$ cat config.mk
export PLATFORM = sky130hd
export DESIGN_NAME = shop_db_ctrl
export DESIGN_NICKNAME = d
export VERILOG_FILES = /design/src/rtl/shop_db_ctrl.sv
export SDC_FILE = /design/constraint.sdc
export NUM_CORES = 2
export LEC_CHECK = 0
export CORE_MARGIN = 5
export CORE_UTILIZATION = 40
export CTS_CLUSTER_DIAMETER = 40
export CTS_CLUSTER_SIZE = 24
export DETAILED_ROUTE_END_ITERATION = 8
export SYNTH_ARGS = -nofsm -noshare
export SYNTH_HDL_FRONTEND = slang
export SYNTH_SLANG_ARGS = --single-unit
$ cat constraint.sdc
create_clock -name i_clk -period 4.7 [get_ports i_clk]
set_input_delay 0.47 -clock i_clk [delete_from_list [all_inputs] [get_ports i_clk]]
set_output_delay 0.47 -clock i_clk [all_outputs]
set_load 0.01 [all_outputs]
$ cat src/rtl/shop_db_ctrl.sv
// shop_db_ctrl: word-serial shop database controller.
// A user table (slot 0 is the fixed admin account) and an item table are
// driven by a command/name/password/quantity word stream. Every accepted word
// is answered by one response code on the following cycle.
//
// Handshake: i_rdy high in a cycle means i_a carries one word that is consumed
// at that rising edge (no backpressure). o_vld pulses for exactly one cycle,
// the cycle after acceptance; o_a keeps the last response code until the next.
//
// Optional feature: define SHOP_DB_TIMEOUT_EN to abort a transaction after
// TIMEOUT_CYC idle cycles outside CMD with response Timeout.
// o_dbg_state exposes the FSM state (0 CMD, 1 USER, 2 PASS, 3 ITEM, 4 QTY).
module shop_db_ctrl #(
  parameter int                DATA_W      = 24,
  parameter int                MAX_USERS   = 5,
  parameter int                MAX_ITEMS   = 8,
  parameter int                STOCK_W     = 8,
  parameter logic [DATA_W-1:0] ADMIN_NAME  = "Adm",
  parameter logic [DATA_W-1:0] ADMIN_PASS  = 24'h000001,
  parameter int                TIMEOUT_CYC = 1000
) (
  input  logic              i_clk,
  input  logic              i_reset,
  input  logic              i_rdy,
  input  logic [DATA_W-1:0] i_a,
  output logic              o_vld,
  output logic [DATA_W-1:0] o_a,
  output logic [2:0]        o_dbg_state
);

  localparam int UIDX_W = (MAX_USERS > 1) ? $clog2(MAX_USERS) : 1;
  localparam int IIDX_W = (MAX_ITEMS > 1) ? $clog2(MAX_ITEMS) : 1;

  typedef enum logic [2:0] {
    S_CMD  = 3'd0,
    S_USER = 3'd1,
    S_PASS = 3'd2,
    S_ITEM = 3'd3,
    S_QTY  = 3'd4
  } state_e;

  localparam logic [2:0] C_LOGIN   = 3'd1;
  localparam logic [2:0] C_LOGOUT  = 3'd2;
  localparam logic [2:0] C_ADDUSR  = 3'd3;
  localparam logic [2:0] C_DELUSR  = 3'd4;
  localparam logic [2:0] C_ADDITEM = 3'd5;
  localparam logic [2:0] C_DELITEM = 3'd6;
  localparam logic [2:0] C_BUY     = 3'd7;

  localparam logic [3:0] R_OK         = 4'd1;
  localparam logic [3:0] R_INVALCMD   = 4'd2;
  localparam logic [3:0] R_INVALPERM  = 4'd3;
  localparam logic [3:0] R_USRNAME    = 4'd4;
  localparam logic [3:0] R_PASSWD     = 4'd5;
  localparam logic [3:0] R_USRUNKNWN  = 4'd6;
  localparam logic [3:0] R_USRTAKEN   = 4'd7;
  localparam logic [3:0] R_NODELADMN  = 4'd8;
  localparam logic [3:0] R_BADPASS    = 4'd9;
  localparam logic [3:0] R_ITEM       = 4'd10;
  localparam logic [3:0] R_QTY        = 4'd11;
  localparam logic [3:0] R_ITEMUNKNWN = 4'd12;
  localparam logic [3:0] R_FULL       = 4'd13;
  localparam logic [3:0] R_NOSTOCK    = 4'd14;
  localparam logic [3:0] R_TIMEOUT    = 4'd15;

  state_e              state_q, state_d;
  logic [2:0]          cmd_q, cmd_d;
  logic                sess_vld_q, sess_vld_d;
  logic [UIDX_W-1:0]   sess_idx_q, sess_idx_d;
  logic [UIDX_W-1:0]   usr_idx_q, usr_idx_d;
  logic [IIDX_W-1:0]   itm_idx_q, itm_idx_d;
  logic                itm_new_q, itm_new_d;
  logic [DATA_W-1:0]   name_q, name_d;
  logic                vld_q, vld_d;
  logic [3:0]          code_q, code_d;

  logic [MAX_USERS-1:0] usr_vld_q, usr_vld_d;
  logic [DATA_W-1:0]    usr_name_q [MAX_USERS];
  logic [DATA_W-1:0]    usr_name_d [MAX_USERS];
  logic [DATA_W-1:0]    usr_pass_q [MAX_USERS];
  logic [DATA_W-1:0]    usr_pass_d [MAX_USERS];
  logic [MAX_ITEMS-1:0] itm_vld_q, itm_vld_d;
  logic [DATA_W-1:0]    itm_name_q [MAX_ITEMS];
  logic [DATA_W-1:0]    itm_name_d [MAX_ITEMS];
  logic [STOCK_W-1:0]   itm_stock_q [MAX_ITEMS];
  logic [STOCK_W-1:0]   itm_stock_d [MAX_ITEMS];

  logic                usr_hit, usr_free;
  logic [UIDX_W-1:0]   usr_hit_idx, usr_free_idx;
  logic                itm_hit, itm_free;
  logic [IIDX_W-1:0]   itm_hit_idx, itm_free_idx;
  logic                is_admin;
  logic [STOCK_W-1:0]  qty;
  logic [STOCK_W-1:0]  stock_base;
  logic [STOCK_W:0]    stock_sum;

`ifdef SHOP_DB_TIMEOUT_EN
  localparam int TMO_W = $clog2(TIMEOUT_CYC + 1);
  logic [TMO_W-1:0] tmo_q, tmo_d;
`else
  // Parameter only matters when the timeout is compiled in.
  logic [31:0] tmo_unused;
  assign tmo_unused = 32'(TIMEOUT_CYC);
`endif

  assign o_vld       = vld_q;
  assign o_a         = DATA_W'(code_q);
  assign o_dbg_state = state_q;
  assign is_admin    = sess_vld_q && (sess_idx_q == '0);
  assign qty         = i_a[STOCK_W-1:0];

  // Same-cycle table lookups: name match and free slot, lowest index wins.
  always_comb begin
    usr_hit = 1'b0; usr_hit_idx = '0; usr_free = 1'b0; usr_free_idx = '0;
    itm_hit = 1'b0; itm_hit_idx = '0; itm_free = 1'b0; itm_free_idx = '0;
    for (int i = MAX_USERS - 1; i >= 0; i--) begin
      if (usr_vld_q[i] && (usr_name_q[i] == i_a)) begin
        usr_hit = 1'b1; usr_hit_idx = UIDX_W'(i);
      end
      if (!usr_vld_q[i]) begin
        usr_free = 1'b1; usr_free_idx = UIDX_W'(i);
      end
    end
    for (int i = MAX_ITEMS - 1; i >= 0; i--) begin
      if (itm_vld_q[i] && (itm_name_q[i] == i_a)) begin
        itm_hit = 1'b1; itm_hit_idx = IIDX_W'(i);
      end
      if (!itm_vld_q[i]) begin
        itm_free = 1'b1; itm_free_idx = IIDX_W'(i);
      end
    end
  end

  // Next-state, response and table-update logic for one accepted word.
  always_comb begin
    state_d     = state_q;
    cmd_d       = cmd_q;
    sess_vld_d  = sess_vld_q;
    sess_idx_d  = sess_idx_q;
    usr_idx_d   = usr_idx_q;
    itm_idx_d   = itm_idx_q;
    itm_new_d   = itm_new_q;
    name_d      = name_q;
    vld_d       = 1'b0;
    code_d      = code_q;
    usr_vld_d   = usr_vld_q;
    usr_name_d  = usr_name_q;
    usr_pass_d  = usr_pass_q;
    itm_vld_d   = itm_vld_q;
    itm_name_d  = itm_name_q;
    itm_stock_d = itm_stock_q;
    stock_base  = itm_new_q ? '0 : itm_stock_q[itm_idx_q];
    stock_sum   = {1'b0, stock_base} + {1'b0, qty};
`ifdef SHOP_DB_TIMEOUT_EN
    tmo_d       = '0;
`endif
    if (i_rdy) begin
      vld_d   = 1'b1;
      state_d = S_CMD;
      case (state_q)
        S_CMD: begin
          cmd_d = i_a[2:0];
          case (i_a[2:0])
            C_LOGIN: begin
              sess_vld_d = 1'b0;
              state_d    = S_USER;
              code_d     = R_USRNAME;
            end
            C_LOGOUT: begin
              if (sess_vld_q) begin
                sess_vld_d = 1'b0;
                code_d     = R_OK;
              end else begin
                code_d = R_INVALPERM;
              end
            end
            C_ADDUSR, C_DELUSR: begin
              if (is_admin) begin
                state_d = S_USER;
                code_d  = R_USRNAME;
              end else begin
                code_d = R_INVALPERM;
              end
            end
            C_ADDITEM, C_DELITEM: begin
              if (is_admin) begin
                state_d = S_ITEM;
                code_d  = R_ITEM;
              end else begin
                code_d = R_INVALPERM;
              end
            end
            C_BUY: begin
              if (sess_vld_q) begin
                state_d = S_ITEM;
                code_d  = R_ITEM;
              end else begin
                code_d = R_INVALPERM;
              end
            end
            default: code_d = R_INVALCMD;
          endcase
        end
        S_USER: begin
          case (cmd_q)
            C_LOGIN: begin
              if (!usr_hit) begin
                code_d = R_USRUNKNWN;
              end else begin
                usr_idx_d = usr_hit_idx;
                state_d   = S_PASS;
                code_d    = R_PASSWD;
              end
            end
            C_ADDUSR: begin
              if (usr_hit) begin
                code_d = R_USRTAKEN;
              end else if (!usr_free) begin
                code_d = R_FULL;
              end else begin
                usr_idx_d = usr_free_idx;
                name_d    = i_a;
                state_d   = S_PASS;
                code_d    = R_PASSWD;
              end
            end
            C_DELUSR: begin
              if (!usr_hit) begin
                code_d = R_USRUNKNWN;
              end else if (i_a == ADMIN_NAME) begin
                code_d = R_NODELADMN;
              end else begin
                usr_vld_d[usr_hit_idx] = 1'b0;
                code_d                 = R_OK;
              end
            end
            default: code_d = R_INVALCMD;
          endcase
        end
        S_PASS: begin
          if (cmd_q == C_ADDUSR) begin
            usr_vld_d[usr_idx_q]  = 1'b1;
            usr_name_d[usr_idx_q] = name_q;
            usr_pass_d[usr_idx_q] = i_a;
            code_d                = R_OK;
          end else if (usr_pass_q[usr_idx_q] == i_a) begin
            sess_vld_d = 1'b1;
            sess_idx_d = usr_idx_q;
            code_d     = R_OK;
          end else begin
            code_d = R_BADPASS;
          end
        end
        S_ITEM: begin
          case (cmd_q)
            C_ADDITEM: begin
              // A new item is only written once its quantity arrives, so an
              // abandoned transaction leaves the table untouched.
              if (itm_hit) begin
                itm_idx_d = itm_hit_idx;
                itm_new_d = 1'b0;
                state_d   = S_QTY;
                code_d    = R_QTY;
              end else if (itm_free) begin
                itm_idx_d = itm_free_idx;
                itm_new_d = 1'b1;
                name_d    = i_a;
                state_d   = S_QTY;
                code_d    = R_QTY;
              end else begin
                code_d = R_FULL;
              end
            end
            C_DELITEM: begin
              if (!itm_hit) begin
                code_d = R_ITEMUNKNWN;
              end else begin
                itm_vld_d[itm_hit_idx] = 1'b0;
                code_d                 = R_OK;
              end
            end
            C_BUY: begin
              if (!itm_hit) begin
                code_d = R_ITEMUNKNWN;
              end else begin
                itm_idx_d = itm_hit_idx;
                itm_new_d = 1'b0;
                state_d   = S_QTY;
                code_d    = R_QTY;
              end
            end
            default: code_d = R_INVALCMD;
          endcase
        end
        S_QTY: begin
          if (cmd_q == C_ADDITEM) begin
            itm_stock_d[itm_idx_q] = stock_sum[STOCK_W] ? '1 : stock_sum[STOCK_W-1:0];
            if (itm_new_q) begin
              itm_vld_d[itm_idx_q]  = 1'b1;
              itm_name_d[itm_idx_q] = name_q;
            end
            code_d = R_OK;
          end else if (qty <= itm_stock_q[itm_idx_q]) begin
            itm_stock_d[itm_idx_q] = itm_stock_q[itm_idx_q] - qty;
            code_d                 = R_OK;
          end else begin
            code_d = R_NOSTOCK;
          end
        end
        default: code_d = R_INVALCMD;
      endcase
    end
`ifdef SHOP_DB_TIMEOUT_EN
    else if (state_q != S_CMD) begin
      if (tmo_q == TMO_W'(TIMEOUT_CYC - 1)) begin
        state_d = S_CMD;
        vld_d   = 1'b1;
        code_d  = R_TIMEOUT;
      end else begin
        tmo_d = tmo_q + 1'b1;
      end
    end
`endif
  end

  // State, session, response and table registers with synchronous reset.
  always_ff @(posedge i_clk) begin
    if (i_reset) begin
      state_q    <= S_CMD;
      cmd_q      <= '0;
      sess_vld_q <= 1'b0;
      sess_idx_q <= '0;
      usr_idx_q  <= '0;
      itm_idx_q  <= '0;
      itm_new_q  <= 1'b0;
      name_q     <= '0;
      vld_q      <= 1'b0;
      code_q     <= '0;
      usr_vld_q  <= MAX_USERS'(1);
      itm_vld_q  <= '0;
      for (int i = 0; i < MAX_USERS; i++) begin
        usr_name_q[i] <= (i == 0) ? ADMIN_NAME : '0;
        usr_pass_q[i] <= (i == 0) ? ADMIN_PASS : '0;
      end
      for (int i = 0; i < MAX_ITEMS; i++) begin
        itm_name_q[i]  <= '0;
        itm_stock_q[i] <= '0;
      end
`ifdef SHOP_DB_TIMEOUT_EN
      tmo_q <= '0;
`endif
    end else begin
      state_q     <= state_d;
      cmd_q       <= cmd_d;
      sess_vld_q  <= sess_vld_d;
      sess_idx_q  <= sess_idx_d;
      usr_idx_q   <= usr_idx_d;
      itm_idx_q   <= itm_idx_d;
      itm_new_q   <= itm_new_d;
      name_q      <= name_d;
      vld_q       <= vld_d;
      code_q      <= code_d;
      usr_vld_q   <= usr_vld_d;
      usr_name_q  <= usr_name_d;
      usr_pass_q  <= usr_pass_d;
      itm_vld_q   <= itm_vld_d;
      itm_name_q  <= itm_name_d;
      itm_stock_q <= itm_stock_d;
`ifdef SHOP_DB_TIMEOUT_EN
      tmo_q <= tmo_d;
`endif
    end
  end

endmodule

Word-level counts from Yosys, hierarchy flattened

Cells that the tools add are included.

Register bits after elaboration: 555

Bitwise logic cells: 9
Equality and inequality tests: 54
$add $sub $neg: 2
Reduce and logical (&&, ||, !) cells: 43
Muxes and demuxes: 149
Order comparisons: 13

Operators with widths:

| cell                 | count |
|---|---|
| $eq 24x24->1         | 14 |
| $bwmux 120           | 2 |
| $mux 24              | 10 |
| $bwmux 192           | 1 |
| $demux 24 s3         | 2 |
| $bwmux 64            | 2 |
| $mux 64              | 2 |
| $mux 3               | 39 |
| $bmux 24 s3          | 1 |
| $mux 8               | 9 |
| $pmux 24 s2          | 1 |
| $mux 4               | 11 |
| $ne 2x2->1 const B   | 20 |
| $pmux 4 s5           | 2 |
| $mux 1               | 38 |
| $eq 3x3->1 const B   | 9 |
| $bmux 8 s3           | 1 |
| $demux 8 s3          | 1 |
| $eq 24x23->1 const B | 1 |
| $pmux 4 s3           | 2 |
| $logic_and 1x1->1    | 20 |
| $mux 5               | 4 |
| $pmux 3 s2           | 3 |
| $reduce_and 6->1     | 3 |
| other kinds (35)     | 72 |

Depth between registers and ports, before layout

Word-level depth: 19
Mapped depth: 19

Worst setup path before layout

OpenSTA, ideal clock, no wires.

Path kind: flip-flop to flip-flop
Start point: register itm_idx_q[0]
End point: register itm_stock_q[8] (netlist name)
Cell stages (with the launch flop): 19
Buffers on the path: 2
Period minus slack after synthesis: 3690 ps
Data arrival time: 3562 ps
Setup slack: 1010 ps
Required time: 4572 ps
Path through: dfxtp_1 clkbuf_1 and3_1 clkbuf_1 a22o_1 a221oi_1 and3_1 ha_1 inv_1 fa_1 a21o_1 a211oi_1 o21ai_0 a31oi_1 nor2_1 nand2_1 nor3_2 mux2i_1 nor2_1

Longest elaborated chain between the ends: 9
Elaborated cells on any way between the ends: 20
Those cells by class: 2 x add/sub; 3 x order compare; 11 x mux; 1 x bitwise; 3 x reduce/logical

Ends and longest elaborated chain:

| what                                      | RTL line      | text |
|---|---|---|
| start, declared                           | 71            | `logic [IIDX_W-1:0] itm_idx_q, itm_idx_d;` |
| start signal, assigned                    | 358           | `itm_idx_q <= itm_idx_d;` |
| $not 3->4 (*)                             | -             |  |
| $bmux 8 s3                                | 152, 303, 304 |  |
| $mux 8 (implied by the code) (2 in a row) | 152, 303, 304 |  |
| $mux 8                                    | 152           | `stock_base = itm_new_q ? '0 : itm_stock_q[itm_idx_q];` |
| $add 8x8->9                               | 153           | `stock_sum = {1'b0, stock_base} + {1'b0, qty};` |
| $mux 8                                    | 297           | `itm_stock_d[itm_idx_q] = stock_sum[STOCK_W] ? '1 : stock_sum[STOCK_W-1:0];` |
| $bwmux 64                                 | 297           |  |
| $mux 64                                   | 296           | `if (cmd_q == C_ADDITEM) begin` |
| end signal, assigned                      | 368           | `itm_stock_q <= itm_stock_d;` |
| end, declared                             | 85            | `logic [STOCK_W-1:0] itm_stock_q [MAX_ITEMS];` |

Mark *: on every way between the ends. The rest lies on a longest branch, timed or not. The select of a mux whose other input is x is not followed.
A chain may end at the register's enable or synchronous reset.

Worst setup path in the final report

Start point: register itm_idx_q[2]
End point: register itm_stock_q[55] (netlist name)

Same word-level chain as after synthesis.

==> out/qor.yml <==
logic_synthesis:
  yosys-top-cells-area: "dfxtp_1 (41%), nand2_1 (13%), a21oi_1 (9.0%), xnor2_1 (6.0%), xor2_1 (5.1%)"
  syn-cell-area_sq_um: 27100
  yosysSeqAreaShare_pct: 41.0
  async_flop_share_pct: 0
  synth-edff-count: 0
  ys_seq_elements: 555
  synth_top_area_share_pct: 41.0
  synth-compound-area-share_pct: 13.5
  synth.area.mux_share_pct: 5.14
  yosys.area_share.simple_pct: 22.8
  ys_warn_count: 0
  synth.avg_cell_area_sq_um: 7.83
  synth_adder_area_share_pct: 0.886
  ys_types: 81
  yosys_most_used_dff: "dfxtp_1"
  synth_cells: 3462
  synth_top_family_by_area: "simple AND/OR/NAND/NOR gates"
  synth_xor_area_share_pct: 11.1
  yosys.area.top_type: "dfxtp_1"
sta:
  timing.final.crit_share_pct: 89.5
  rsz0062_at_grt: "false"
  finalMaxSlewViolations: 0
  fmax_ghz: 0.238
  tns_ns: 0
  skew_ns: 0.0623
  relSlewSlack_pct: 17.0
  worst_pin_slew_ns: 1.24
  final-setup-viol-count: 0
  hold_viol_final: 0
  period_minus_slack_ns: 4.21
cells_and_area:
  nets: 3436
  syn2layout_area_growth_pct: 15.3
  drive_above_1_share_pct: 9.37
  fin_util_pct: 46.5
  diodes: 0
global_routing:
  grt_max_degree: 215
  antenna_found_initial: 0
  track_usage_pct: 24.6
  overflow: 0
  grt_pass1_vias: 22300
  grt_pass1_wl_mm: 141
drt:
  drt-total-wl_mm: 94.3
  dr_total_vias: 24200
  wl_per_cell_microns: 21.7
  dr.pass1.iters: 7
  drtIter0Drc: 2554
  viasPerCell: 5.57
  ant_nets: 0
  drc: 0
placement:
  gp_congestion: 0.891
  port_buffers: 34
  place_hpwl_mm: 58.2
worst_setup_path:
  crit_arrival_ns: 4.66
  crit_path_end_kind: "flip-flop"
  max_stage_delay_ns: 0.66
  regToRegStartpoint: "itm_idx_q[2]"
  crit_path_max_fanout: 10
  cp_top_family: "compound AO/OA/AOI/OAI gates"
  start_kind: "flip-flop"
  cp_common_cell: "a21oi_1"
  required_ns: 5.16
  crit_chain: "nor3b_1 -> a22o_1 -> a221oi_1 -> and3_1 -> or2_2 -> inv_1 -> ha_1 -> a21o_1 -> a21oi_1 -> nand2b_1 -> a21boi_0 -> o41ai_1 -> xor2_1 -> a21oi_1 -> o21ai_1 -> mux2i_1"
  r2r_setup_slack_ns: 0.49
  critical_path_buf_inv_count: 1
  timing_worst_setup_path_type: "reg2reg"
  rr_worst_depth: 16
  reg2reg_to: "itm_stock_q[55]"
  cpMaxStageDelayCell: "nor3b_1"
cts:
  tritoncts: "yes"
  cts_setup_buffers: 0
  htreeDepth: 3
  clk_path_buf_depth: 3
  tritoncts.num_buffers: 91
  cts.sinks: 555
  cts_resized: 0
  cts_root_buffer: "clkbuf_16"
  clk_pin_slew_ns: 0.05
  clk_latency_ns: 0.66
  hold_buffers: 0
floorplanning:
  start_util_pct: 40.4
  rows: 95
  die_area_sq_um: 73100
  core_sq_um: 67200
  die_w_microns: 270
  fp.dieH_microns: 270
  num_io_pins: 55
pwr:
  power_density_nw_per_um2: 400
  peakVddDrop_mv: 0.262
  p_leak_uw: 0.0107
hold_path:
  hold_depth: 2
  hp-class: "in2reg"
  hold_end: "itm_stock_q[32]"
  hp-start: "i_reset"
flow_run:
  cap_violations: 0
status:
  status: "finished clean"
## logic make-up (layout without fill, tap and decap cells)
logic type                 Yosys count  in the layout
adders and majority gates           18             18
DFF                                555            555
AOI/OAI and AO/OA                  657            657
muxes                              126            126
buffers and inverters              344            331
and+or+nand+nor                   1418           1418
xor gates and xnor gates           343            343
other                                1             20
## final cells by class
type | instances | area, sq um
sequential | 555 | 11100
tap | 873 | 1090
fill | 6593 | 35900
inverter | 34 | 128
clock inverter | 65 | 926
multi-input combinational | 2582 | 14600
clock buffer | 105 | 2430
timing repair buffer | 127 | 973
## cells in the final DEF (no fill, tap or decap), types with 34 or more instances in the layout
cell       netlist  layout
nand4_1         68      68
o21ai_0         39      39
a21oi_1        485     485
nand3_1         39      35
inv_1           34      34
nand2_1        970     970
mux2i_1        112     112
buf_4           25      91
dfxtp_1        555     553
nor2_1         134     133
clkbuf_16        0      91
xor2_1         157     157
nor4_1          52      52
xnor2_1        186     186
## worst max-delay path by stage
stage                     slack [ns]         endpoint  cells after the start          from
after floorplan                 1.01   itm_stock_q[8]                     18  itm_idx_q[0]
after global placement          0.54        name_q[6]                     12       i_a[11]
final                           0.49  itm_stock_q[55]                     16  itm_idx_q[2]
after CTS                       0.54  itm_stock_q[46]                     16  itm_idx_q[0]
after detailed placement        0.53       name_q[18]                     12       i_a[11]
after global routing            0.20  itm_stock_q[55]                     15  itm_idx_q[0]
## per-layer routing
metal	wire (microns)	vias to the layer above	part of all wire [%]	GRT usage [%]
li1	-	11400	-	-
met1	40000	11600	42	32.3
met5	0	-	0	0
met2	44400	886	47	40.8
met3	5850	227	6.2	3.45
met4	4010	0	4.3	10.4
## power breakdown
group / internal (uW) / switching, uW / leakage [uW] / total (uW)
clock network: 4530 / 2680 / 0.00158 / 7210
registers: 4710 / 11.1 / 0.00447 / 4720
logic: 170 / 413 / 0.00465 / 582
total: 9410 / 3100 / 0.0107 / 12500
## worst reg2reg max path, cell delays in order (launching register included)
cell      delay [ns]
dfxtp_1         0.49
nor3b_1         0.67
a22o_1          0.27
a221oi_1        0.06
and3_1          0.20
or2_2           0.30
inv_1           0.06
ha_1            0.21
a21o_1          0.18
a21oi_1         0.20
nand2b_1        0.12
a21boi_0        0.11
o41ai_1         0.36
xor2_1          0.19
a21oi_1         0.08
o21ai_1         0.40
mux2i_1         0.17
## registers in the layout, indices dropped and copies added (netlist names), 4 cells and up
name	flops
code_q	4
itm_name_q	192
itm_stock_q	64
itm_vld_q	8
name_q	24
usr_name_q	120
usr_pass_q	120
usr_vld_q	5
## stage by stage
stage	cells	hold slack [ns]	setup slack [ns]	total power (uW)	area [sq um]
final	4341	0.260	0.492	12500	31300
after floorplan	3481	0.432	1.01	5190	27200
after global placement	4171	0.438	0.542	5390	27900
after detailed placement	4171	0.445	0.526	5390	27900
after global routing	4341	0.261	0.196	12900	31300
after CTS	4341	0.235	0.538	12600	31300
## cells in the mapped netlist (11+ instances only)
cell and n:
dfxtp_1 555, nand4_1 68, nand2_1 970, clkbuf_1 212, buf_1 11, xor2_1 157
xnor2_1 186, o21ai_0 39, nor3_1 28, a31oi_1 22, nor2_1 134, a211oi_1 18
nor2b_1 14, ha_1 16, inv_1 34, buf_4 25, nand3_1 39, nor4_1 52
a21oi_1 485, mux2i_1 112, and3_1 25, nand2b_1 14, and2_1 11, buf_2 55
a22oi_1 30
No activity file was read; power rests on OpenSTA's default activity.
